**src/rtl/sctag_vd_array_ctl_if.sv**
```systemverilog
// Datapath <-> VD array responder bus for the L2 tag VUAD valid/dirty array.
// Optional build macro: VD_ARRAY_ERR_INJ_EN (adds err_inj_c4).
interface sctag_vd_array_ctl_if #(
   parameter int IDX_W     = 5,
   parameter int ERR_CNT_W = 8
);
   logic                 init_done;
   logic                 rd_en_c0;
   logic [IDX_W-1:0]     rd_idx_c0;
   logic [25:0]          vuad_array_rd_data_c1;
   logic                 rd_vld_c1;
   logic                 wr_en_c4;
   logic [IDX_W-1:0]     wr_idx_c4;
   logic [25:0]          vuad_array_wr_data_c4;
   logic                 valid_par_err_c1;
   logic                 dirty_par_err_c1;
   logic                 err_cnt_clr;
   logic [ERR_CNT_W-1:0] par_err_cnt;
`ifdef VD_ARRAY_ERR_INJ_EN
   logic                 err_inj_c4;

   modport master (
      output rd_en_c0, rd_idx_c0, wr_en_c4, wr_idx_c4, vuad_array_wr_data_c4,
             err_cnt_clr, err_inj_c4,
      input  init_done, vuad_array_rd_data_c1, rd_vld_c1, valid_par_err_c1,
             dirty_par_err_c1, par_err_cnt
   );
   modport slave (
      input  rd_en_c0, rd_idx_c0, wr_en_c4, wr_idx_c4, vuad_array_wr_data_c4,
             err_cnt_clr, err_inj_c4,
      output init_done, vuad_array_rd_data_c1, rd_vld_c1, valid_par_err_c1,
             dirty_par_err_c1, par_err_cnt
   );
`else
   modport master (
      output rd_en_c0, rd_idx_c0, wr_en_c4, wr_idx_c4, vuad_array_wr_data_c4,
             err_cnt_clr,
      input  init_done, vuad_array_rd_data_c1, rd_vld_c1, valid_par_err_c1,
             dirty_par_err_c1, par_err_cnt
   );
   modport slave (
      input  rd_en_c0, rd_idx_c0, wr_en_c4, wr_idx_c4, vuad_array_wr_data_c4,
             err_cnt_clr,
      output init_done, vuad_array_rd_data_c1, rd_vld_c1, valid_par_err_c1,
             dirty_par_err_c1, par_err_cnt
   );
`endif
endinterface

```
**src/rtl/sctag_vd_array_ctl.sv**
```systemverilog
// VD array responder: post-reset clear walk, C4 writes, C1 reads with write-first bypass,
// even-parity checking and a saturating error count. Optional macro: VD_ARRAY_ERR_INJ_EN.
module sctag_vd_array_ctl #(
   parameter int IDX_W     = 5,
   parameter int ERR_CNT_W = 8
) (
   input logic                 rclk,
   input logic                 arst,
   sctag_vd_array_ctl_if.slave bus
);
   localparam int                   DEPTH     = 1 << IDX_W;
   localparam logic [IDX_W-1:0]     IDX_ONE   = {{(IDX_W-1){1'b0}}, 1'b1};
   localparam logic [IDX_W-1:0]     IDX_LAST  = {IDX_W{1'b1}};
   localparam logic [ERR_CNT_W-1:0] CNT_ONE   = {{(ERR_CNT_W-1){1'b0}}, 1'b1};
   localparam logic [ERR_CNT_W-1:0] CNT_MAX   = {ERR_CNT_W{1'b1}};

   typedef enum logic [0:0] {ST_INIT = 1'b0, ST_RUN = 1'b1} state_t;

   function automatic logic par_err_f(input logic [11:0] field, input logic par);
      return (^field) != par;
   endfunction

   state_t               r_state;
   logic [IDX_W-1:0]     r_walk_cnt;
   logic                 r_init_done;
   logic [25:0]          r_rd_data;
   logic                 r_rd_vld;
   logic                 r_v_err;
   logic                 r_d_err;
   logic [ERR_CNT_W-1:0] r_err_cnt;
   logic [25:0]          r_mem [DEPTH];

   logic                 w_byp_hit;
   logic [25:0]          w_wr_data;
   logic [25:0]          w_rd_data;
   logic                 w_mem_we;
   logic [IDX_W-1:0]     w_mem_idx;
   logic [25:0]          w_mem_wdata;

   // write data (with optional valid-parity inversion), bypass and array write port muxing
   always_comb begin
      w_wr_data   = bus.vuad_array_wr_data_c4;
`ifdef VD_ARRAY_ERR_INJ_EN
      w_wr_data[25] = bus.vuad_array_wr_data_c4[25] ^ bus.err_inj_c4;
`endif
      w_byp_hit   = bus.rd_en_c0 && bus.wr_en_c4 && (bus.rd_idx_c0 == bus.wr_idx_c4);
      w_rd_data   = w_byp_hit ? w_wr_data : r_mem[bus.rd_idx_c0];
      w_mem_we    = 1'b0;
      w_mem_idx   = bus.wr_idx_c4;
      w_mem_wdata = w_wr_data;
      if (r_state == ST_INIT) begin
         w_mem_we    = 1'b1;
         w_mem_idx   = r_walk_cnt;
         w_mem_wdata = 26'd0;
      end else begin
         w_mem_we    = bus.wr_en_c4;
      end
   end

   // array storage: no reset, cleared only by the init walk
   always_ff @(posedge rclk) begin
      if (w_mem_we) begin
         r_mem[w_mem_idx] <= w_mem_wdata;
      end
   end

   // control FSM with registered read data and parity flags
   always_ff @(posedge rclk or posedge arst) begin
      if (arst) begin
         r_state     <= ST_INIT;
         r_walk_cnt  <= {IDX_W{1'b0}};
         r_init_done <= 1'b0;
         r_rd_data   <= 26'd0;
         r_rd_vld    <= 1'b0;
         r_v_err     <= 1'b0;
         r_d_err     <= 1'b0;
      end else begin
         case (r_state)
            ST_INIT: begin
               r_walk_cnt <= r_walk_cnt + IDX_ONE;
               r_rd_vld   <= 1'b0;
               r_v_err    <= 1'b0;
               r_d_err    <= 1'b0;
               if (r_walk_cnt == IDX_LAST) begin
                  r_state     <= ST_RUN;
                  r_init_done <= 1'b1;
               end else begin
                  r_state     <= ST_INIT;
               end
            end
            ST_RUN: begin
               r_rd_vld <= bus.rd_en_c0;
               if (bus.rd_en_c0) begin
                  r_rd_data <= w_rd_data;
                  r_v_err   <= par_err_f(w_rd_data[24:13], w_rd_data[25]);
                  r_d_err   <= par_err_f(w_rd_data[11:0], w_rd_data[12]);
               end else begin
                  r_v_err   <= 1'b0;
                  r_d_err   <= 1'b0;
               end
            end
            default: begin
               r_state    <= ST_INIT;
               r_walk_cnt <= {IDX_W{1'b0}};
            end
         endcase
      end
   end

   // saturating error count; a double error in one cycle counts once, clear has priority
   always_ff @(posedge rclk or posedge arst) begin
      if (arst) begin
         r_err_cnt <= {ERR_CNT_W{1'b0}};
      end else if (bus.err_cnt_clr) begin
         r_err_cnt <= {ERR_CNT_W{1'b0}};
      end else if ((r_v_err || r_d_err) && (r_err_cnt != CNT_MAX)) begin
         r_err_cnt <= r_err_cnt + CNT_ONE;
      end else begin
         r_err_cnt <= r_err_cnt;
      end
   end

   assign bus.init_done             = r_init_done;
   assign bus.vuad_array_rd_data_c1 = r_rd_data;
   assign bus.rd_vld_c1             = r_rd_vld;
   assign bus.valid_par_err_c1      = r_v_err;
   assign bus.dirty_par_err_c1      = r_d_err;
   assign bus.par_err_cnt           = r_err_cnt;
endmodule

```
**src/flat_wrapper.sv**
```systemverilog
// flat-port wrapper written by rule: the top's interface ports become plain ports
module sctag_vd_array_ctl_flat 
#(
   parameter int IDX_W     = 5,
   parameter int ERR_CNT_W = 8
)
  (rclk, arst, bus_rd_en_c0, bus_rd_idx_c0, bus_wr_en_c4, bus_wr_idx_c4, bus_vuad_array_wr_data_c4, bus_err_cnt_clr, bus_init_done, bus_vuad_array_rd_data_c1, bus_rd_vld_c1, bus_valid_par_err_c1, bus_dirty_par_err_c1, bus_par_err_cnt);
  sctag_vd_array_ctl_if #(.IDX_W(IDX_W), .ERR_CNT_W(ERR_CNT_W)) bus_i ();
  input logic rclk;
  input logic arst;
  input wire logic [$bits(bus_i.rd_en_c0)-1:0] bus_rd_en_c0;
  input wire logic [$bits(bus_i.rd_idx_c0)-1:0] bus_rd_idx_c0;
  input wire logic [$bits(bus_i.wr_en_c4)-1:0] bus_wr_en_c4;
  input wire logic [$bits(bus_i.wr_idx_c4)-1:0] bus_wr_idx_c4;
  input wire logic [$bits(bus_i.vuad_array_wr_data_c4)-1:0] bus_vuad_array_wr_data_c4;
  input wire logic [$bits(bus_i.err_cnt_clr)-1:0] bus_err_cnt_clr;
  output wire logic [$bits(bus_i.init_done)-1:0] bus_init_done;
  output wire logic [$bits(bus_i.vuad_array_rd_data_c1)-1:0] bus_vuad_array_rd_data_c1;
  output wire logic [$bits(bus_i.rd_vld_c1)-1:0] bus_rd_vld_c1;
  output wire logic [$bits(bus_i.valid_par_err_c1)-1:0] bus_valid_par_err_c1;
  output wire logic [$bits(bus_i.dirty_par_err_c1)-1:0] bus_dirty_par_err_c1;
  output wire logic [$bits(bus_i.par_err_cnt)-1:0] bus_par_err_cnt;
  assign bus_i.rd_en_c0 = bus_rd_en_c0;
  assign bus_i.rd_idx_c0 = bus_rd_idx_c0;
  assign bus_i.wr_en_c4 = bus_wr_en_c4;
  assign bus_i.wr_idx_c4 = bus_wr_idx_c4;
  assign bus_i.vuad_array_wr_data_c4 = bus_vuad_array_wr_data_c4;
  assign bus_i.err_cnt_clr = bus_err_cnt_clr;
  assign bus_init_done = bus_i.init_done;
  assign bus_vuad_array_rd_data_c1 = bus_i.vuad_array_rd_data_c1;
  assign bus_rd_vld_c1 = bus_i.rd_vld_c1;
  assign bus_valid_par_err_c1 = bus_i.valid_par_err_c1;
  assign bus_dirty_par_err_c1 = bus_i.dirty_par_err_c1;
  assign bus_par_err_cnt = bus_i.par_err_cnt;
  sctag_vd_array_ctl #(.IDX_W(IDX_W), .ERR_CNT_W(ERR_CNT_W)) u_core (.rclk(rclk), .arst(arst), .bus(bus_i));
endmodule
```
**config.mk**
```make
export PLATFORM = sky130hd
export DESIGN_NAME = sctag_vd_array_ctl_flat
export DESIGN_NICKNAME = d
export VERILOG_FILES = /design/src/rtl/sctag_vd_array_ctl_if.sv /design/src/rtl/sctag_vd_array_ctl.sv /design/src/flat_wrapper.sv
export SDC_FILE = /design/constraint.sdc
export NUM_CORES = 1
export LEC_CHECK = 0
export BUFFER_PORTS_ARGS = -buffer_cell sky130_fd_sc_hd__buf_2
export CORE_MARGIN = 3
export CORE_UTILIZATION = 62
export DETAILED_ROUTE_END_ITERATION = 7
export PLACE_DENSITY = 0.83
export SYNTH_ARGS = -nofsm -noshare
export SYNTH_HDL_FRONTEND = slang
export SYNTH_SLANG_ARGS = --single-unit
```
**constraint.sdc**
```tcl
create_clock -name rclk -period 3.2 [get_ports rclk]
set_input_delay 0.64 -clock rclk [delete_from_list [all_inputs] [get_ports rclk]]
set_output_delay 0.64 -clock rclk [all_outputs]
set_load 0.03 [all_outputs]
```
Word-level counts from Yosys, hierarchy flattened

Memories as Yosys holds them, arrays and structs flattened.
Cells that the tools add are included.

Flip-flop bits (word level): 44
Memory bits (writable): 832
Input port bits: 41
Output and inout bits: 38
Logic and storage cells: 41
Memories: 1

$add $sub $neg: 2
Eq/ne operators: 5
Mux-type cells: 15
Bitwise logic cells: 1
Reduce and logical (&&, ||, !) cells: 9

Memory list:

| memory       | words | width | rd ports | clocked after Yosys merged registers in | wr ports | RTL line                 | text |
|---|---|---|---|---|---|---|---|
| u_core.r_mem | 32    | 26    | 1        | 0                                       | 1        | sctag_vd_array_ctl.sv:31 | `logic [25:0] r_mem [DEPTH];` |

Operators with widths:

| kind                                         | number |
|---|---|
| two-way mux 26 bit                           | 2 |
| parity 12 bit                                | 2 |
| two-way mux 8 bit                            | 2 |
| adder 8 x 1 -> 8 bit (second input constant) | 1 |
| != test 8 bit (second input constant)        | 1 |
| two-way mux 1 bit                            | 7 |
| case mux 1 bit (2 select lines)              | 3 |
| adder 5 x 1 -> 5 bit (second input constant) | 1 |
| == test 5 bit                                | 1 |
| == test 5 bit (second input constant)        | 1 |
| two-way mux 5 bit                            | 1 |
| AND reduction 2 bit                          | 2 |
| logical AND 1 bit                            | 3 |
| != test 1 bit                                | 2 |
| nonzero test 2 bit                           | 1 |
| logical OR 1 bit                             | 1 |
| inverter 1 bit                               | 1 |

Depth between registers and ports, before layout

Word-level depth: 7
Mapped depth: 14
Depth with buffers taken out: 9

Least setup slack after synthesis

Ideal clock, no wire load.

Path type: input port to flip-flop
From: in bus_rd_idx_c0[0]
To: reg u_core.r_d_err (netlist: u_core.bus.dirty_par_err_c1)
Setup time: 0.132 ns
Arrival time: 3.064 ns
Data required time: 3.068 ns
Path slack: 0.005 ns
Stages on the path: 12
Buffers on the path: 3
Path through: buf_6 > buf_12 > buf_4 > mux4_2 > mux4_2 > mux2i_1 > nand2_1 > o21ai_2 > xnor2_1 > xnor3_1 > xnor2_1 > nor2_1

Cells in the longest elaborated chain, start to end: 7
Elaborated cells on any way between the ends: 8
Classes of those cells: eq/ne (2); mux (3); reduce/logical (2); memory (1)

Ends and longest elaborated chain:

| element                                                                           | RTL line                 | text |
|---|---|---|
| from (decl)                                                                       | flat_wrapper.sv:12       | `input wire logic [$bits(bus_i.rd_idx_c0)-1:0] bus_rd_idx_c0;` |
| parallel branches: the longest is 2 deep, another holds memory read (32 x 26 bit) | -                        |  |
| two-way mux 26 bit *                                                              | sctag_vd_array_ctl.sv:47 | `w_rd_data = w_byp_hit ? w_wr_data : r_mem[bus.rd_idx_c0];` |
| parity 12 bit                                                                     | sctag_vd_array_ctl.sv:20 | `return (^field) != par;` |
| != test 1 bit *                                                                   | sctag_vd_array_ctl.sv:20 |  |
| two-way mux 1 bit *                                                               | sctag_vd_array_ctl.sv:93 | `if (bus.rd_en_c0) begin` |
| case mux 1 bit (2 select lines) *                                                 | sctag_vd_array_ctl.sv:78 | `case (r_state)` |
| to (signal assigned)                                                              | sctag_vd_array_ctl.sv:96 | `r_d_err <= par_err_f(w_rd_data[11:0], w_rd_data[12]);` |
| to (decl)                                                                         | sctag_vd_array_ctl.sv:29 | `logic r_d_err;` |

Mark *: on every way between the ends.
A chain may end at the register's enable or synchronous reset.

Worst setup path in the final report

From: in bus_rd_idx_c0[4]
To: reg u_core.r_v_err (netlist: u_core.bus.valid_par_err_c1)

Cells in the longest elaborated chain, start to end: 7
Elaborated cells on any way between the ends: 8
Classes of those cells: eq/ne (2); mux (3); reduce/logical (2); memory (1)

Ends and longest elaborated chain:

| element                                                                           | RTL line                 | text |
|---|---|---|
| parallel branches: the longest is 2 deep, another holds memory read (32 x 26 bit) | -                        |  |
| two-way mux 26 bit *                                                              | sctag_vd_array_ctl.sv:47 |  |
| parity 12 bit                                                                     | sctag_vd_array_ctl.sv:20 |  |
| != test 1 bit *                                                                   | sctag_vd_array_ctl.sv:20 |  |
| two-way mux 1 bit *                                                               | sctag_vd_array_ctl.sv:93 |  |
| case mux 1 bit (2 select lines) *                                                 | sctag_vd_array_ctl.sv:78 |  |
| to (signal assigned)                                                              | sctag_vd_array_ctl.sv:95 | `r_v_err <= par_err_f(w_rd_data[24:13], w_rd_data[25]);` |
| to (decl)                                                                         | sctag_vd_array_ctl.sv:28 | `logic r_v_err;` |

Marks and branches as above.

==> flow_summary_export.csv <==
group,metric,value,unit
min_path,hold_path_class,"input pin to async pin",
power_and_ir_drop,ir_worst_vdd,0.447,mV
critical_path,reg2reg_from,"u_core.r_mem[14][5]",
global_route,overflow,0,
synth,synth_area,0.0344,mm^2
synth,synth_ff_type,"edfxtp_1",
global_route,grt_pass1_vias,19800,
clock_tree,clkTransAtPathRegs,0.07,ns
critical_path,worst-setup-path-type,"input pin to flip-flop",
routing,vias,19400,
placement,dpl.hpwl,53800,um
floorplan,die_h,242,um
synth,ys_warn_count,0,
clock_tree,cts_tree,"built",
critical_path,worstSetupStartpoint,"bus_rd_idx_c0[4]",
critical_path,cp.required,3.70,ns
power_and_ir_drop,swShare,0.222,
placement,portBuffers,78,
critical_path,arrival,3.74,ns
routing,drc,0,
synth,asyncSetResetFlopFracSynth,0.0502,
timing,setup_viol,1,
synth,synth_edf_count,832,
floorplan,start_util,0.634,
clock_tree,clock_latency,0.64,ns
power_and_ir_drop,p_leak,13.7,nW
clock_tree,h-tree-depth,3,
critical_path,crit_path_max_incr_delay,0.53,ns
synth,avgSynthCellArea,20.7,um^2
timing,timing.setup.tns,-0.0403,ns
power_and_ir_drop,power.density,608,mW/mm^2
status,violations,"setup timing",
timing,max_freq,309,MHz
critical_path,critical_path_buf_inv_count,2,
timing,finalMaxSlewViolations,0,
floorplan,fp.dieArea,0.0584,mm^2
routing,antenna_left,0,
routing,dr.pass1.iters,5,
global_route,grt_max_degree,50,
critical_path,endpoint_kind,"flip-flop",
routing,wl_per_cell,35.5,um
clock_tree,clk_path_buf_depth,3,
status,status,"complete, but fails checks",
synth,syn_inst,1663,
finish,fill_cells,2814,
finish,drive_gt1_frac,0.312,
timing,worst_slack,-0.0403,ns
timing,relSlewSlack,0.184,
finish,syn_to_final_growth,16.9,%
floorplan,die_w,242,um
power_and_ir_drop,clkPwrFrac,0.402,
global_route,antenna_found_initial,4,
timing,fin_crit_sh,1.01,
finish,final_common_cell,"edfxtp_1",
timing,fin_crit,3.24,ns
critical_path,crit_slowest_cell,"o21ai_0",
timing,tightestPinTransition,1.22,ns
timing,finalHoldViolCount,0,
critical_path,start_kind,"input pin",
critical_path,critical_path.max_fanout,12,
finish,nNetsFinal,1982,
routing,routed_wl,97600,um
finish,final_cell_mix,"edfxtp_1, mux4_2, buf_4",
placement,globalplace.congestion,0.847,
floorplan,ios,79,
synth,synth.distinct_cells,61,
power_and_ir_drop,sequentialPowerShare,0.520,
timing,hold_slack,0.174,ns
synth,syn_nets,1707,
global_route,grt_pass1_wl,139000,um
power_and_ir_drop,internal_power,19.0,mW
power_and_ir_drop,power_switching,5.45,mW
power_and_ir_drop,comb_power_share,0.078,
timing,rsz0062_at_grt,"no",
clock_tree,hold_buffers,0,
clock_tree,cts_root_buffer,"clkbuf_16",
job,max_cap_violations,0,
routing,drtIter0Drc,3428,
global_route,grt.total_usage,0.333,
critical_path,path_cells,"buf_2 > or2_2 > or2_2 > buf_4 > o22ai_1 > a211o_1 > o21ai_0 > xnor2_1 > xnor3_1 > xnor3_1 > nor2_1",
synth,synth_seq_cells,876,
timing,fin_skew,0.0232,ns
synth,ys_seq_area_frac,0.757,
critical_path,crit_family,"XOR/XNOR gates",
routing,via_per_inst,7.05,
clock_tree,cts_made_buffers,83,
floorplan,fp-row-count,85,
floorplan,core,0.0543,mm^2
clock_tree,clock-sinks,876,
[sequential cells by signal (all words and copies together) (netlist names)]
register / count
u_core.r_mem: 832
u_core.bus.vuad_array_rd_data_c1: 26
u_core.bus.par_err_cnt: 8
u_core.r_walk_cnt: 5
u_core.bus.dirty_par_err_c1: 1
u_core.bus.init_done: 1
u_core.bus.rd_vld_c1: 1
u_core.bus.valid_par_err_c1: 1
u_core.r_state: 1
[power by group through the flow]
stage / Clock [mW] / Sequential [mW] / Combinational (mW)
3_5_place_dp: 0 / 13.0 / 1.82
6_report: 9.84 / 12.7 / 1.91
2_1_floorplan: 0 / 13.1 / 0.980
3_3_place_gp: 0 / 13.0 / 1.76
4_1_cts: 9.89 / 12.7 / 1.87
5_1_grt: 10.3 / 12.7 / 1.98
[cells by family after synthesis]
| group | synth area share |
|---|---|
| DFF | 0.757 |
| muxes | 0.153 |
| and+or+nand+nor | 0.0301 |
| AOI/OAI and AO/OA | 0.0292 |
| buffers and inverters | 0.0189 |
| xor gates and xnor gates | 0.0103 |
| adders and majority gates | 0.00109 |
[layer usage]
metal / up-vias / wire length (um) / global-route usage
met4: 4 / 5750 / 0.187
met5: - / 27 / 0
met1: 9653 / 31700 / 0.437
met2: 1904 / 47000 / 0.524
li1: 7419 / - / -
met3: 380 / 13100 / 0.0805
[final timing paths]
path                                                         to  slack, ns  cells past startpoint
min in group rclk                     u_core.bus.par_err_cnt[7]       0.29                      2
max in group asynchronous                        u_core.r_state       2.21                      3
hold / removal              u_core.bus.vuad_array_rd_data_c1[8]       0.17                      2
setup reg to reg                    u_core.bus.dirty_par_err_c1       0.14                      9
setup / recovery                    u_core.bus.valid_par_err_c1      -0.04                     11
hold reg to reg            u_core.bus.vuad_array_rd_data_c1[17]       0.48                      2
[area by class of cell]
| class | count | area [um^2] | share of cell area |
|---|---|---|---|
| tap | 739 | 925 | 0.0230 |
| sequential | 876 | 26100 | 0.648 |
| clock inverter | 29 | 307 | 0.00761 |
| clock buffer | 125 | 2400 | 0.0595 |
| antenna | 1 | 2.50 | 0.0000621 |
| inverter | 8 | 30.0 | 0.000746 |
| timing repair buffer | 278 | 2530 | 0.0629 |
| multi-input combinational | 691 | 7990 | 0.198 |
[repair_timing]
item                       CTS  global route
setup endpoints to repair    2             2
setup buffers                0             0
gates cloned                 0             1
gates resized for setup      2             3
[cells in the mapped netlist, types with 3 or more instances]
cell type,number,area [um^2]
buf_4,19,143
a21oi_1,7,35.0
mux4_2,161,3630
nand4_1,5,31.3
nor4b_2,3,45.0
mux4_1,13,342
buf_2,29,145
nand3_1,15,75.1
a22oi_2,3,37.5
and2_1,27,169
nor4_1,10,62.6
nand2_1,50,188
o22ai_1,33,206
nor2_1,66,248
xnor2_1,16,140
buf_1,5,18.8
a22oi_1,49,368
nor2b_1,4,25.0
xor2_1,9,78.8
a31oi_1,4,25.0
inv_1,7,26.3
or2_2,4,25.0
o21ai_1,5,25.0
buf_6,12,135
o21ai_0,27,135
mux2i_1,117,1170
ha_1,3,37.5
nor3_1,9,45.0
xnor3_1,5,113
edfxtp_1,832,25000
dfrtp_1,44,1100
clkbuf_1,17,63.8
buf_12,5,100
mux2_2,12,135
[through the flow]
stage	utilization	std cells	setup WS (ns)	cell area (um^2)	total power, mW
3_3_place_gp	0.690	2591	-0.679	37500	14.7
3_5_place_dp	0.690	2591	-0.671	37500	14.8
6_report	0.741	2747	-0.0403	40300	24.5
2_1_floorplan	-	1663	0.00479	34400	14.1
4_1_cts	0.740	2745	0.0279	40200	24.5
5_1_grt	0.741	2746	0.0455	40300	25.0
(Power assumes the default switching activity.)
